$ cat src/rtl/mem_access.sv
// mem_access: byte-serial load/store stage. Loads and stores of 1, 2 or 4
// bytes are broken into single-byte req/ack transfers to a memory controller
// while the pipeline is stalled. Non-memory ops pass through combinationally.
// Optional feature: define MEM_MISALIGN_CHECK_EN to reject misaligned
// halfword/word accesses and report them on misalign_o.

`ifndef AluOpBus
`define AluOpBus 7:0
`endif

package mem_access_pkg;

    localparam logic [7:0] OP_NOP = 8'h00;
    localparam logic [7:0] OP_ADD = 8'h20;
    localparam logic [7:0] OP_LB  = 8'hE0;
    localparam logic [7:0] OP_LH  = 8'hE1;
    localparam logic [7:0] OP_LW  = 8'hE3;
    localparam logic [7:0] OP_LBU = 8'hE4;
    localparam logic [7:0] OP_LHU = 8'hE5;
    localparam logic [7:0] OP_SB  = 8'hE8;
    localparam logic [7:0] OP_SH  = 8'hE9;
    localparam logic [7:0] OP_SW  = 8'hEB;

    // last_idx is the index of the final byte (N-1): 0, 1 or 3
    typedef struct packed {
        logic       is_mem;
        logic       is_store;
        logic       sign_ext;
        logic [1:0] last_idx;
    } op_info_t;

    function automatic op_info_t decode_op(input logic [7:0] op);
        op_info_t info;
        info = '0;
        case (op)
            OP_LB:  begin info.is_mem = 1'b1; info.sign_ext = 1'b1; info.last_idx = 2'd0; end
            OP_LBU: begin info.is_mem = 1'b1;                       info.last_idx = 2'd0; end
            OP_LH:  begin info.is_mem = 1'b1; info.sign_ext = 1'b1; info.last_idx = 2'd1; end
            OP_LHU: begin info.is_mem = 1'b1;                       info.last_idx = 2'd1; end
            OP_LW:  begin info.is_mem = 1'b1;                       info.last_idx = 2'd3; end
            OP_SB:  begin info.is_mem = 1'b1; info.is_store = 1'b1; info.last_idx = 2'd0; end
            OP_SH:  begin info.is_mem = 1'b1; info.is_store = 1'b1; info.last_idx = 2'd1; end
            OP_SW:  begin info.is_mem = 1'b1; info.is_store = 1'b1; info.last_idx = 2'd3; end
            default: info = '0;
        endcase
        return info;
    endfunction

endpackage

module mem_access
    import mem_access_pkg::*;
(
    input  logic             dclk,
    input  logic             rst,
    input  logic [`AluOpBus] aluop_MEM_i,
    input  logic             wreg_MEM_i,
    input  logic [4:0]       waddr_MEM_i,
    input  logic [31:0]      alurslt_MEM_i,
    input  logic [31:0]      storedata_MEM_i,
    output logic             mem_req_o,
    output logic             mem_we_o,
    output logic [31:0]      mem_addr_o,
    output logic [7:0]       mem_wdata_o,
    input  logic [7:0]       mem_rdata_i,
    input  logic             mem_ack_i,
    output logic             stallreq_MEM_o,
`ifdef MEM_MISALIGN_CHECK_EN
    output logic             misalign_o,
`endif
    output logic             wreg_WB_o,
    output logic [4:0]       waddr_WB_o,
    output logic [31:0]      wdata_WB_o
);

    typedef enum logic [1:0] {IDLE, XFER, DONE} state_t;

    state_t      state_q, state_d;
    logic [31:0] addr_q, addr_d;
    logic [31:0] sdata_q, sdata_d;
    logic [31:0] result_q, result_d;
    logic [4:0]  waddr_q, waddr_d;
    logic        store_q, store_d;
    logic        sign_q, sign_d;
    logic [1:0]  last_q, last_d;
    logic [1:0]  k_q, k_d;
    logic        gap_q, gap_d;   // forces mem_req_o low for the cycle after an ack
    op_info_t    cur_op;

    assign cur_op = decode_op(aluop_MEM_i);

`ifdef MEM_MISALIGN_CHECK_EN
    logic misal_q, misal_d;
    logic misal_now;
    assign misal_now = (cur_op.last_idx == 2'd1 && alurslt_MEM_i[0]) ||
                       (cur_op.last_idx == 2'd3 && alurslt_MEM_i[1:0] != 2'b00);
`endif

    // State register with synchronous reset.
    always_ff @(posedge dclk) begin
        // NOTE: non-blocking assignments so every register samples pre-edge values.
        if (rst) begin
            state_q  <= IDLE;
            addr_q   <= '0;
            sdata_q  <= '0;
            result_q <= '0;
            waddr_q  <= '0;
            store_q  <= 1'b0;
            sign_q   <= 1'b0;
            last_q   <= '0;
            k_q      <= '0;
            gap_q    <= 1'b0;
`ifdef MEM_MISALIGN_CHECK_EN
            misal_q  <= 1'b0;
`endif
        end else begin
            state_q  <= state_d;
            addr_q   <= addr_d;
            sdata_q  <= sdata_d;
            result_q <= result_d;
            waddr_q  <= waddr_d;
            store_q  <= store_d;
            sign_q   <= sign_d;
            last_q   <= last_d;
            k_q      <= k_d;
            gap_q    <= gap_d;
`ifdef MEM_MISALIGN_CHECK_EN
            misal_q  <= misal_d;
`endif
        end
    end

    // Next-state logic and all outputs.
    always_comb begin
        // NOTE: every signal gets a default first so no path can infer a latch.
        state_d        = state_q;
        addr_d         = addr_q;
        sdata_d        = sdata_q;
        result_d       = result_q;
        waddr_d        = waddr_q;
        store_d        = store_q;
        sign_d         = sign_q;
        last_d         = last_q;
        k_d            = k_q;
        gap_d          = gap_q;
        mem_req_o      = 1'b0;
        mem_we_o       = 1'b0;
        mem_addr_o     = '0;
        mem_wdata_o    = '0;
        stallreq_MEM_o = 1'b0;
        wreg_WB_o      = 1'b0;
        waddr_WB_o     = '0;
        wdata_WB_o     = '0;
`ifdef MEM_MISALIGN_CHECK_EN
        misal_d        = misal_q;
        misalign_o     = 1'b0;
`endif

        case (state_q)
            IDLE: begin
                if (cur_op.is_mem) begin
                    stallreq_MEM_o = 1'b1;
                    addr_d         = alurslt_MEM_i;
                    sdata_d        = storedata_MEM_i;
                    waddr_d        = waddr_MEM_i;
                    store_d        = cur_op.is_store;
                    sign_d         = cur_op.sign_ext;
                    last_d         = cur_op.last_idx;
                    k_d            = '0;
                    gap_d          = 1'b0;
                    result_d       = '0;
                    state_d        = XFER;
`ifdef MEM_MISALIGN_CHECK_EN
                    misal_d = misal_now;
                    if (misal_now) state_d = DONE;
`endif
                end else begin
                    wreg_WB_o  = wreg_MEM_i;
                    waddr_WB_o = waddr_MEM_i;
                    wdata_WB_o = alurslt_MEM_i;
                end
            end

            XFER: begin
                stallreq_MEM_o = 1'b1;
                mem_we_o       = store_q;
                mem_addr_o     = addr_q + {30'd0, k_q};
                mem_wdata_o    = sdata_q[{k_q, 3'b000} +: 8];
                if (gap_q) begin
                    gap_d = 1'b0;
                end else begin
                    mem_req_o = 1'b1;
                    if (mem_ack_i) begin
                        if (!store_q) result_d[{k_q, 3'b000} +: 8] = mem_rdata_i;
                        if (k_q == last_q) begin
                            state_d = DONE;
                        end else begin
                            k_d   = k_q + 2'd1;
                            gap_d = 1'b1;
                        end
                    end
                end
            end

            DONE: begin
                state_d = IDLE;
                if (!store_q) begin
                    wreg_WB_o  = wreg_MEM_i;
                    waddr_WB_o = waddr_q;
                    case (last_q)
                        2'd0:    wdata_WB_o = sign_q ? {{24{result_q[7]}}, result_q[7:0]}
                                                     : {24'd0, result_q[7:0]};
                        2'd1:    wdata_WB_o = sign_q ? {{16{result_q[15]}}, result_q[15:0]}
                                                     : {16'd0, result_q[15:0]};
                        default: wdata_WB_o = result_q;
                    endcase
                end
`ifdef MEM_MISALIGN_CHECK_EN
                if (misal_q) begin
                    misalign_o = 1'b1;
                    wreg_WB_o  = 1'b0;
                    waddr_WB_o = '0;
                    wdata_WB_o = '0;
                end
`endif
            end

            default: state_d = IDLE;
        endcase

        // Reset holds every output quiet, including the IDLE pass-through.
        if (rst) begin
            mem_req_o      = 1'b0;
            mem_we_o       = 1'b0;
            mem_addr_o     = '0;
            mem_wdata_o    = '0;
            stallreq_MEM_o = 1'b0;
            wreg_WB_o      = 1'b0;
            waddr_WB_o     = '0;
            wdata_WB_o     = '0;
`ifdef MEM_MISALIGN_CHECK_EN
            misalign_o     = 1'b0;
`endif
        end
    end

endmodule

$ cat config.mk
export PLATFORM = sky130hd
export DESIGN_NAME = mem_access
export DESIGN_NICKNAME = d
export VERILOG_FILES = /design/src/rtl/mem_access.sv
export SDC_FILE = /design/constraint.sdc
export NUM_CORES = 1
export LEC_CHECK = 0
export BUFFER_PORTS_ARGS = -buffer_cell sky130_fd_sc_hd__buf_4
export CORE_UTILIZATION = 45
export DETAILED_ROUTE_END_ITERATION = 12
export PLACE_DENSITY = 0.67
export SLEW_MARGIN = 20
export SYNTH_ARGS = -nofsm -noshare
export SYNTH_HDL_FRONTEND = slang
export SYNTH_SLANG_ARGS = --single-unit
$ cat constraint.sdc
create_clock -name dclk -period 2.8 [get_ports dclk]
set_input_delay 0.14 -clock dclk [delete_from_list [all_inputs] [get_ports dclk]]
set_output_delay 0.14 -clock dclk [all_outputs]
set_load 0.01 [all_outputs]
==> results.json, run 1 <==
{
  "path_cells": "ha_1 > fa_2 > nand3_2 > or3_4 > buf_2 > or3_1 > a21oi_1 > buf_4",
  "wl_met3_um": 1160,
  "max_freq_ghz": 0.369,
  "grt_start_max_net_pins": 66,
  "core_um2": 13500,
  "area_growth_pct": 27.8,
  "yosys_register_bits": 110,
  "irDropWorstVdd_mv": 0.332,
  "cellPowerDensity_nw_per_um2": 406,
  "portBuffers": 169,
  "diodes": 0,
  "grt_pass1_vias": 5770,
  "gp_congestion": 0.872,
  "r2r_start": "k_q[0]",
  "grt_antenna_before_repair": 0,
  "dieArea_um2": 14500,
  "chipWidth_um": 120,
  "min_delay_path_depth": 3,
  "crit_required_ns": 2.66,
  "drt_pass1_iterations": 5,
  "worstPathMaxFanout": 9,
  "drcViolationCount": 0,
  "met1_length_um": 8920,
  "hp-class": "in2reg",
  "yosys.area.top_type": "dfxtp_1",
  "start_util_pct": 46.9,
  "max_stage_delay_ns": 0.46,
  "synth_common_cells": "nand2_1 (186), a21oi_1 (118), dfxtp_1 (110)",
  "synth-async-reset-ratio_pct": 0,
  "grt_usage_pct": 26.3,
  "path_clk_slew_ns": 0.07,
  "topRoutingLayerUsed": "met4",
  "worstMarginPinSlew_ns": 0.828,
  "num-nets-final": 1070,
  "hpwlAfterDp_um": 13700,
  "cts_hold_buf": 0,
  "rsz0062_at_grt": "no",
  "place_area_um2": 7740,
  "drive_gt1_share_pct": 24.1,
  "cts_buffers": 9,
  "synth_most_common_cell": "nand2_1",
  "drv_cap": 0,
  "cts_tree": "yes",
  "leakage_nw": 2.81,
  "ff2ff_path_depth": 6,
  "critPathKind": "reg2out",
  "synth_area_leaders": "dfxtp_1 (35%), nand2_1 (11%), a21oi_1 (9.4%)",
  "finalHoldViolations": 0,
  "cts_sinks": 110,
  "ys_types": 59,
  "synth_ff_type": "dfxtp_1",
  "grt_pass1_wl_um": 29900,
  "ant_nets": 0,
  "cp.arrival_ns": 2.57,
  "vias_per_cell": 5.55,
  "htreeDepth": 3,
  "slowest_stage": "or3_4",
  "synth.top_cell.area_share_pct": 34.9,
  "setup-tns-final_ns": 0,
  "fin_skew_ns": 0.00821,
  "clockRootBuffer": "clkbuf_16",
  "yosysWarnings": 0,
  "drt_wl_total_um": 19200,
  "fp-row-count": 42,
  "relSlewSlack_pct": 44.8,
  "met2_length_um": 8750,
  "min_period_over_period_pct": 96.8,
  "synth_fp_nets": 936,
  "clk_latency_ns": 0.35,
  "top_level_ports": 170,
  "final_area_um2": 8070,
  "synth-edff-count": 0,
  "r2r_setup_slack_ns": 0.54,
  "outcome": "finished, final reports clean",
  "slew_violations": 0,
  "clk_path_buf_depth": 2,
  "num_vias": 6406,
  "cp-startpoint": "addr_q[0]",
  "avgSynthCellArea_um2": 7.51,
  "syn-cell-area_um2": 6310,
  "post_drt_wl_per_cell_um": 16.7,
  "setup_viol": 0,
  "die_y_um": 120,
  "grt_overflow_total": 0,
  "reg2reg_to": "result_q[4]",
  "cp-end-kind": "output port",
  "yosysSeqAreaShare_pct": 34.9,
  "worstSetupStartpointType": "flop",
  "syn_inst": 840,
  "crit_end": "mem_addr_o[16]",
  "period_needed_ns": 2.71,
  "drt_iter0_drc": 490
}
==> cell type report <==
cell class / instances / area, um^2
clock inverters: 5 / 58.8
flip-flops and latches: 110 / 2200
multi-input cells: 649 / 3840
fillers: 1297 / 5390
repair buffers: 188 / 1450
clock buffers: 10 / 239
well taps: 176 / 220
inverters: 16 / 60.1
==> placed cells by master, fill, tap and decap left out, types with 3 or more instances in the layout <==
cell type  instances
nor4_1             4
nand4_1            5
o31ai_1           10
xnor2_1           11
xor2_1             3
o21ai_0           11
a32oi_1           13
ha_1               6
or4b_1             3
a31oi_1            8
nand2_1          186
buf_12             3
a21oi_2            4
nand2b_1          51
or3_1              8
mux2i_1           33
nand3_1           40
mux4_2             8
inv_1             14
or4_1             12
dfxtp_1          109
clkbuf_16          9
o21ai_1            7
buf_4            184
a21oi_1          118
nor3_1             7
nor2b_1           20
nor2_1            37
==> kinds of logic (layout without fill, tap and decap cells) <==
family | Yosys count | after routing | share of synthesized area, %
AND/OR/NAND/NOR | 400 | 400 | 31.3
AO/OA/AOI/OAI | 186 | 186 | 17.1
flip-flops | 110 | 110 | 34.9
buffers and inverters | 81 | 219 | 5.02
multiplexers | 42 | 42 | 8.27
XOR/XNOR | 14 | 14 | 1.94
adder cells (fa/ha/maj) | 7 | 7 | 1.51
==> per-stage QoR <==
step           setup WS, ns  std cells  total power (W)  utilization [%]  hold WS (ns)
2_1_floorplan         0.300        840          0.00179                -         0.276
3_3_place_gp          0.310       1137          0.00200             57.5         0.392
3_5_place_dp          0.250       1137          0.00200             57.5         0.397
4_1_cts            0.000389       1152          0.00330             59.8        0.0224
6_report             0.0890       1154          0.00327             60.0        0.0337
5_1_grt             0.00466       1154          0.00338             60.0        0.0267
==> layer usage <==
layer	global-route usage (%)	vias up
li1	-	3187
met1	37.1	2982
met2	40.2	210
met3	5.14	27
met4	7.95	0
met5	0	-
==> registers in the layout, indices dropped and copies added (netlist names) <==
signal,cells
addr_q,32
sdata_q,32
k_q,2
sign_q,1
last_q,2
store_q,1
waddr_q,5
result_q,32
state_q,2
gap_q,1
==> power by group <==
group | switching [W] | total, W | internal [W] | leakage (nW)
combinational | 0.000185 | 0.000368 | 0.000183 | 1.78
clock | 0.000596 | 0.00131 | 0.000716 | 0.141
sequential | 0.0000144 | 0.00159 | 0.00158 | 0.888
total | 0.000796 | 0.00327 | 0.00248 | 2.81
==> worst max-delay path, delay by kind of cell (launching register included) <==
family,cells,cell delay [ns]
and+or+nand+nor,3,0.95
adders and majority gates,2,0.45
DFF,1,0.34
AOI/OAI and AO/OA,1,0.15
buffers and inverters,2,0.33
==> worst min path at each step <==
stage / startpoint / slack [ns] / end
CTS: storedata_MEM_i[20] / 0.02 / sdata_q[20]
finish: storedata_MEM_i[4] / 0.03 / sdata_q[4]
detailed placement: storedata_MEM_i[20] / 0.40 / sdata_q[20]
global route: storedata_MEM_i[18] / 0.03 / sdata_q[18]
global placement: storedata_MEM_i[4] / 0.39 / sdata_q[4]
floorplan: storedata_MEM_i[0] / 0.28 / sdata_q[0]
==> repair_timing <==
item                       in CTS  in global routing
pin swaps                       0                  1
setup endpoints to repair       8                 10
buffers inserted                0                  2
resized for setup               1                  4
Power figures use the tool's default switching activity.
==> run 2: changes to the inputs <==
--- a/config.mk
+++ b/config.mk
@@ -5,6 +5,7 @@
 export SDC_FILE = /design/constraint.sdc
 export NUM_CORES = 1
 export LEC_CHECK = 0
+export ABC_AREA = 1
 export BUFFER_PORTS_ARGS = -buffer_cell sky130_fd_sc_hd__buf_4
 export CORE_UTILIZATION = 45
 export DETAILED_ROUTE_END_ITERATION = 12
==> results.json, run 2 <==
{
  "outcome": "finished, final reports clean",
  "die_y_um": 123,
  "final_cell_mix": "nor2_1 (249), buf_4 (181), nand2_1 (147)",
  "multiInputGateArea_um2": 3710,
  "clk_path_buf_depth": 2,
  "rsz0062_at_grt": "no",
  "start_util_pct": 46.8,
  "clockRootBuffer": "clkbuf_16",
  "setup_viol": 0,
  "cp.arrival_ns": 2.45,
  "post_drt_wl_per_cell_um": 16.0,
  "htreeDepth": 3,
  "p_clk_share_pct": 38.6,
  "ff2ff_path_depth": 8,
  "diodes": 0,
  "area_growth_pct": 25.0,
  "grt_antenna_before_repair": 0,
  "worstPathMaxFanout": 7,
  "max_freq_ghz": 0.386,
  "cts_hold_buf": 0,
  "dpl_worst_slack_ns": 0.546,
  "min_delay_path_depth": 3,
  "critPathKind": "reg2out",
  "ant_nets": 0,
  "syn-cell-area_um2": 6570,
  "grt_pass1_wl_um": 33700,
  "portBuffers": 169,
  "num-nets-final": 1278,
  "dieArea_um2": 15100,
  "drt_iter0_drc": 580,
  "leakage_nw": 3.56,
  "cts_tree": "yes",
  "chipWidth_um": 123,
  "path_cells": "ha_1 > nand2_1 > a21oi_2 > nand2_1 > inv_1 > nand3_1 > nor2_2 > a21oi_1 > o21a_1 > buf_4",
  "cts_buffers": 9,
  "grt_overflow_total": 0,
  "worstSetupStartpointType": "flop",
  "top_level_ports": 170,
  "num_vias": 7166,
  "use_met1_pct": 42.2,
  "setup-tns-final_ns": 0,
  "synth-async-reset-ratio_pct": 0,
  "synth.top_cell.area_share_pct": 33.5,
  "yosysSeqAreaShare_pct": 33.5,
  "seq_power_share_pct": 46.5,
  "period_needed_ns": 2.59,
  "crit_top_cell": "nand2_1",
  "relSlewSlack_pct": 41.5,
  "synth_area_leaders": "dfxtp_1 (34%), nor2_1 (14%), nand2_1 (8.4%)",
  "synth_fp_nets": 1143,
  "min_period_over_period_pct": 92.5,
  "synth_common_cells": "nor2_1 (250), nand2_1 (147), dfxtp_1 (110)",
  "reg.largest.list": "addr_q x32, result_q x32, sdata_q x32",
  "vias_per_cell": 5.25,
  "finalPower_w": 0.00356,
  "synth_ff_type": "dfxtp_1",
  "grtUsageMet2_pct": 44.5,
  "ys_types": 40,
  "p_comb_share_pct": 14.9,
  "yosys.area.top_type": "dfxtp_1",
  "drv_cap": 0,
  "gr-usage-met3_pct": 5.11,
  "irDropWorstVdd_mv": 0.357,
  "cellPowerDensity_nw_per_um2": 434,
  "grt_start_max_net_pins": 98,
  "syn_inst": 1047,
  "path_clk_slew_ns": 0.07,
  "power.switching_w": 0.000935,
  "avgSynthCellArea_um2": 6.27,
  "hp-class": "in2reg",
  "synth_most_common_cell": "nor2_1",
  "drcViolationCount": 0,
  "synth-edff-count": 0,
  "cts_sinks": 110,
  "yosys_register_bits": 110,
  "hpwlAfterDp_um": 16400,
  "gp_congestion": 0.919,
  "clk_latency_ns": 0.36,
  "slowest_stage": "dfxtp_1",
  "max_stage_delay_ns": 0.35,
  "core_um2": 14000,
  "fin_skew_ns": 0.00928,
  "cp-end-kind": "output port",
  "grt_pass1_vias": 6248,
  "crit_required_ns": 2.66,
  "post_cts_buffers": 0,
  "regArea_um2": 2200,
  "fillers": 1483,
  "slew_violations": 0,
  "drt_pass1_iterations": 7,
  "grt_usage_pct": 29.3,
  "final_common_cell": "nor2_1",
  "finalHoldViolations": 0,
  "worstMarginPinSlew_ns": 0.877,
  "yosysWarnings": 0,
  "netSwitchingFraction_pct": 26.3,
  "top_usage_layer": "met2",
  "setup_ws_ns": 0.211,
  "cts_resized": 0,
  "drive_gt1_share_pct": 18.8,
  "p_int_w": 0.00262,
  "drt_wl_total_um": 21800,
  "fp-row-count": 43
}
[run 2: changes by cell type after synthesis, sizes merged, moves of 17 or more]
cell | previous run | this run
o21ai | 19 | 107
nand3 | 42 | 59
nor2 | 38 | 252
nor2b | 20 | 0
nor3 | 8 | 26
clkbuf | 58 | 35
nand2b | 51 | 0
mux2i | 33 | 0
o21bai | 0 | 24
nand2 | 186 | 151
inv | 15 | 97
[run 2: worst paths after layout]
check | end | slack (ns) | from
worst max-delay path | mem_addr_o[17] | 0.21 | k_q[1]
worst min-delay path | result_q[3] | 0.03 | mem_rdata_i[3]
worst max register to register | result_q[1] | 0.48 | k_q[1]
worst min register to register | sdata_q[28] | 0.48 | sdata_q[28]
[run 2: cell type report]
class	instances	share of cell area, %
well taps	180	2.75
flip-flops and latches	110	26.8
repair buffers	182	16.8
clock buffers	9	2.75
multi-input cells	779	45.2
clock inverters	6	1.05
inverters	100	4.58
[run 2: power by group through the flow]
| stage | sequential [W] | clock [W] | combinational, W |
|---|---|---|---|
| finish | 0.00165 | 0.00137 | 0.000531 |
| global route | 0.00166 | 0.00145 | 0.000588 |
| CTS | 0.00165 | 0.00139 | 0.000529 |
| detailed placement | 0.00169 | 0 | 0.000526 |
| global placement | 0.00169 | 0 | 0.000522 |
| floorplan | 0.00168 | 0 | 0.000292 |
[run 2: routing by layer]
metal  routed length [um]  vias to the layer above
met5                    0                        -
met4                  414                        0
met1                10400                     3258
met2                 9770                      201
met3                 1180                       26
li1                     -                     3681
[run 2: critical path: cells and delay by family (launching register included)]
| family | cells | cell delay [ns] |
|---|---|---|
| adders and majority gates | 1 | 0.31 |
| buffers and inverters | 2 | 0.33 |
| DFF | 1 | 0.35 |
| and+or+nand+nor | 4 | 0.58 |
| AOI/OAI and AO/OA | 3 | 0.52 |
[run 2: metrics by stage]
step | util (%) | hold slack (ns) | cells | instance area, um^2
floorplan | - | 0.278 | 1047 | 6570
global placement | 56.2 | 0.391 | 1351 | 7890
detailed placement | 56.2 | 0.394 | 1351 | 7890
CTS | 58.4 | 0.0237 | 1366 | 8200
global route | 58.4 | 0.0255 | 1366 | 8200
finish | 58.4 | 0.0275 | 1366 | 8200
[run 2: cell families after synthesis]
group           count (synthesis)  share of synthesized area (%)
fa+ha+maj                       7                           1.45
xor+xnor                        6                          0.801
simple gates                  519                           33.9
flops                         110                           33.5
compound gates                247                           20.4
buf+inv                       158                           9.97
==> run 3: changes to the inputs <==
--- a/config.mk
+++ b/config.mk
@@ -7,9 +7,9 @@
 export LEC_CHECK = 0
 export ABC_AREA = 1
 export BUFFER_PORTS_ARGS = -buffer_cell sky130_fd_sc_hd__buf_4
-export CORE_UTILIZATION = 45
+export CORE_UTILIZATION = 53
 export DETAILED_ROUTE_END_ITERATION = 12
-export PLACE_DENSITY = 0.67
+export PLACE_DENSITY = 0.77
 export SLEW_MARGIN = 20
 export SYNTH_ARGS = -nofsm -noshare
 export SYNTH_HDL_FRONTEND = slang
==> results.json, run 3 (same netlist as run 2, synthesis figures left out) <==
{
  "reg.largest.list": "addr_q x32, result_q x32, sdata_q x32",
  "grt_start_max_net_pins": 98,
  "min_period_over_period_pct": 91.3,
  "power.switching_w": 0.000939,
  "ant_nets": 0,
  "finalNonFillerCells": 1356,
  "core_um2": 12100,
  "chipWidth_um": 113,
  "max_freq_ghz": 0.391,
  "r2r_setup_slack_ns": 0.55,
  "gp_congestion": 0.908,
  "drv_cap": 0,
  "slew_violations": 0,
  "cp.arrival_ns": 2.42,
  "grt_usage_pct": 33.1,
  "finalHoldViolations": 0,
  "rsz0062_at_grt": "no",
  "fp-row-count": 40,
  "final_cell_mix": "nor2_1 (248), buf_4 (182), nand2_1 (147)",
  "critPathKind": "reg2out",
  "ff2ff_path_depth": 9,
  "period_needed_ns": 2.56,
  "outcome": "finished, final reports clean",
  "start_util_pct": 54.4,
  "drive_gt1_share_pct": 18.9,
  "clk_latency_ns": 0.35,
  "grt_overflow_total": 0,
  "reg2reg_to": "result_q[31]",
  "top_level_ports": 170,
  "drt_pass1_iterations": 6,
  "grt_antenna_before_repair": 0,
  "setup_ws_ns": 0.244,
  "portBuffers": 169,
  "seq_power_share_pct": 46.2,
  "cp-end-kind": "output port",
  "netSwitchingFraction_pct": 26.3,
  "htreeDepth": 3,
  "final_common_cell": "nor2_1",
  "p_comb_share_pct": 15.0,
  "hpwlAfterDp_um": 15900,
  "dpl_worst_slack_ns": 0.616,
  "cts_sinks": 110,
  "finalPower_w": 0.00358,
  "num-nets-final": 1279,
  "holdWs_ns": 0.0267,
  "setup_viol": 0,
  "place_inst": 1340,
  "drt_wl_total_um": 21300,
  "grt_pass1_wl_um": 33300,
  "grt_pass1_vias": 6237,
  "cp-startpoint": "k_q[1]",
  "vias_per_cell": 5.40,
  "worstPathMaxFanout": 13,
  "fin_skew_ns": 0.00867,
  "path_clk_slew_ns": 0.07,
  "post_drt_wl_per_cell_um": 15.7,
  "worstMarginPinSlew_ns": 0.894,
  "setup-tns-final_ns": 0,
  "diodes": 0,
  "relSlewSlack_pct": 40.4,
  "area_growth_pct": 25.1,
  "clk_path_buf_depth": 2,
  "clockRootBuffer": "clkbuf_16",
  "drcViolationCount": 0,
  "leakage_nw": 3.57,
  "p_clk_share_pct": 38.8,
  "hp-class": "in2reg",
  "num_vias": 7322,
  "cts_tree": "yes",
  "drt_iter0_drc": 830,
  "r2r_start": "k_q[0]",
  "cellPowerDensity_nw_per_um2": 436,
  "p_int_w": 0.00264,
  "dieArea_um2": 12800,
  "fillers": 1159,
  "irDropWorstVdd_mv": 0.351,
  "crit_end": "mem_addr_o[26]",
  "die_y_um": 113,
  "crit_required_ns": 2.66,
  "cts_buffers": 9,
  "worstSetupStartpointType": "flop"
}
## run 3: changes by cell type in the layout (fill, tap and decap cells not counted)
cell,change
clkinv_4,+2
clkinvlp_4,-1
nor2_1,-1
clkinv_2,-1
inv_8,+1
clkbuf_1,+1
inv_6,-1
buf_4,+1
nor2_2,+1
## run 3: worst min-delay path by stage
stage	to	cells past startpoint	slack, ns	startpoint
after detailed placement	result_q[23]	3	0.39	mem_rdata_i[7]
final	result_q[23]	3	0.03	mem_rdata_i[7]
after global routing	sdata_q[22]	3	0.04	storedata_MEM_i[22]
after global placement	result_q[0]	3	0.38	mem_rdata_i[0]
after CTS	result_q[23]	3	0.01	mem_rdata_i[7]
after floorplan	result_q[0]	2	0.28	mem_rdata_i[0]
## run 3: power by group through the flow
stage	Combinational, W	Clock (W)	Sequential (W)
3_3_place_gp	0.000521	0	0.00169
6_report	0.000535	0.00139	0.00165
4_1_cts	0.000528	0.00141	0.00165
3_5_place_dp	0.000526	0	0.00169
2_1_floorplan	0.000292	0	0.00168
5_1_grt	0.000586	0.00147	0.00166
## run 3: through the flow
stage / area (um^2) / util (%)
global placement: 7890 / 65.4
floorplan: 6570 / -
CTS: 8210 / 68.0
detailed placement: 7890 / 65.4
finish: 8210 / 68.1
global route: 8210 / 68.1
## run 3: final cells by class
class	instances	area (um^2)	area share, %
timing repair buffer	183	1390	16.9
sequential	110	2200	26.8
clock inverter	6	93.8	1.14
clock buffer	10	229	2.79
tap	168	210	2.56
multi-input combinational	779	3710	45.2
inverter	100	375	4.57
## run 3: worst max-delay path, stage by stage, from the launching register on
cell and delay (ns):
dfxtp_1 0.34, buf_4 0.23, fa_1 0.28, nand3_1 0.18
nor2_2 0.17, nand2_1 0.12, inv_1 0.11, nand3_1 0.10
inv_1 0.11, nand2_1 0.07, o21ai_0 0.15, nor2_1 0.06
buf_4 0.14
## run 3: timing repair
item | 4_1_cts | 5_1_grt
hold buffers | 0 | 0
gates resized for setup | 0 | 1
setup endpoints to repair | 0 | 2
setup buffers | 0 | 0
## run 3: metal layers
layer / up-vias / track usage (%) / wire, um / part of all wire (%)
met5: - / 0 / 0 / 0
met4: 0 / 8.86 / 465 / 2.2
met3: 30 / 5.68 / 1580 / 7.4
met2: 316 / 49.8 / 9250 / 43
met1: 3295 / 48.6 / 10000 / 47
li1: 3681 / - / - / -
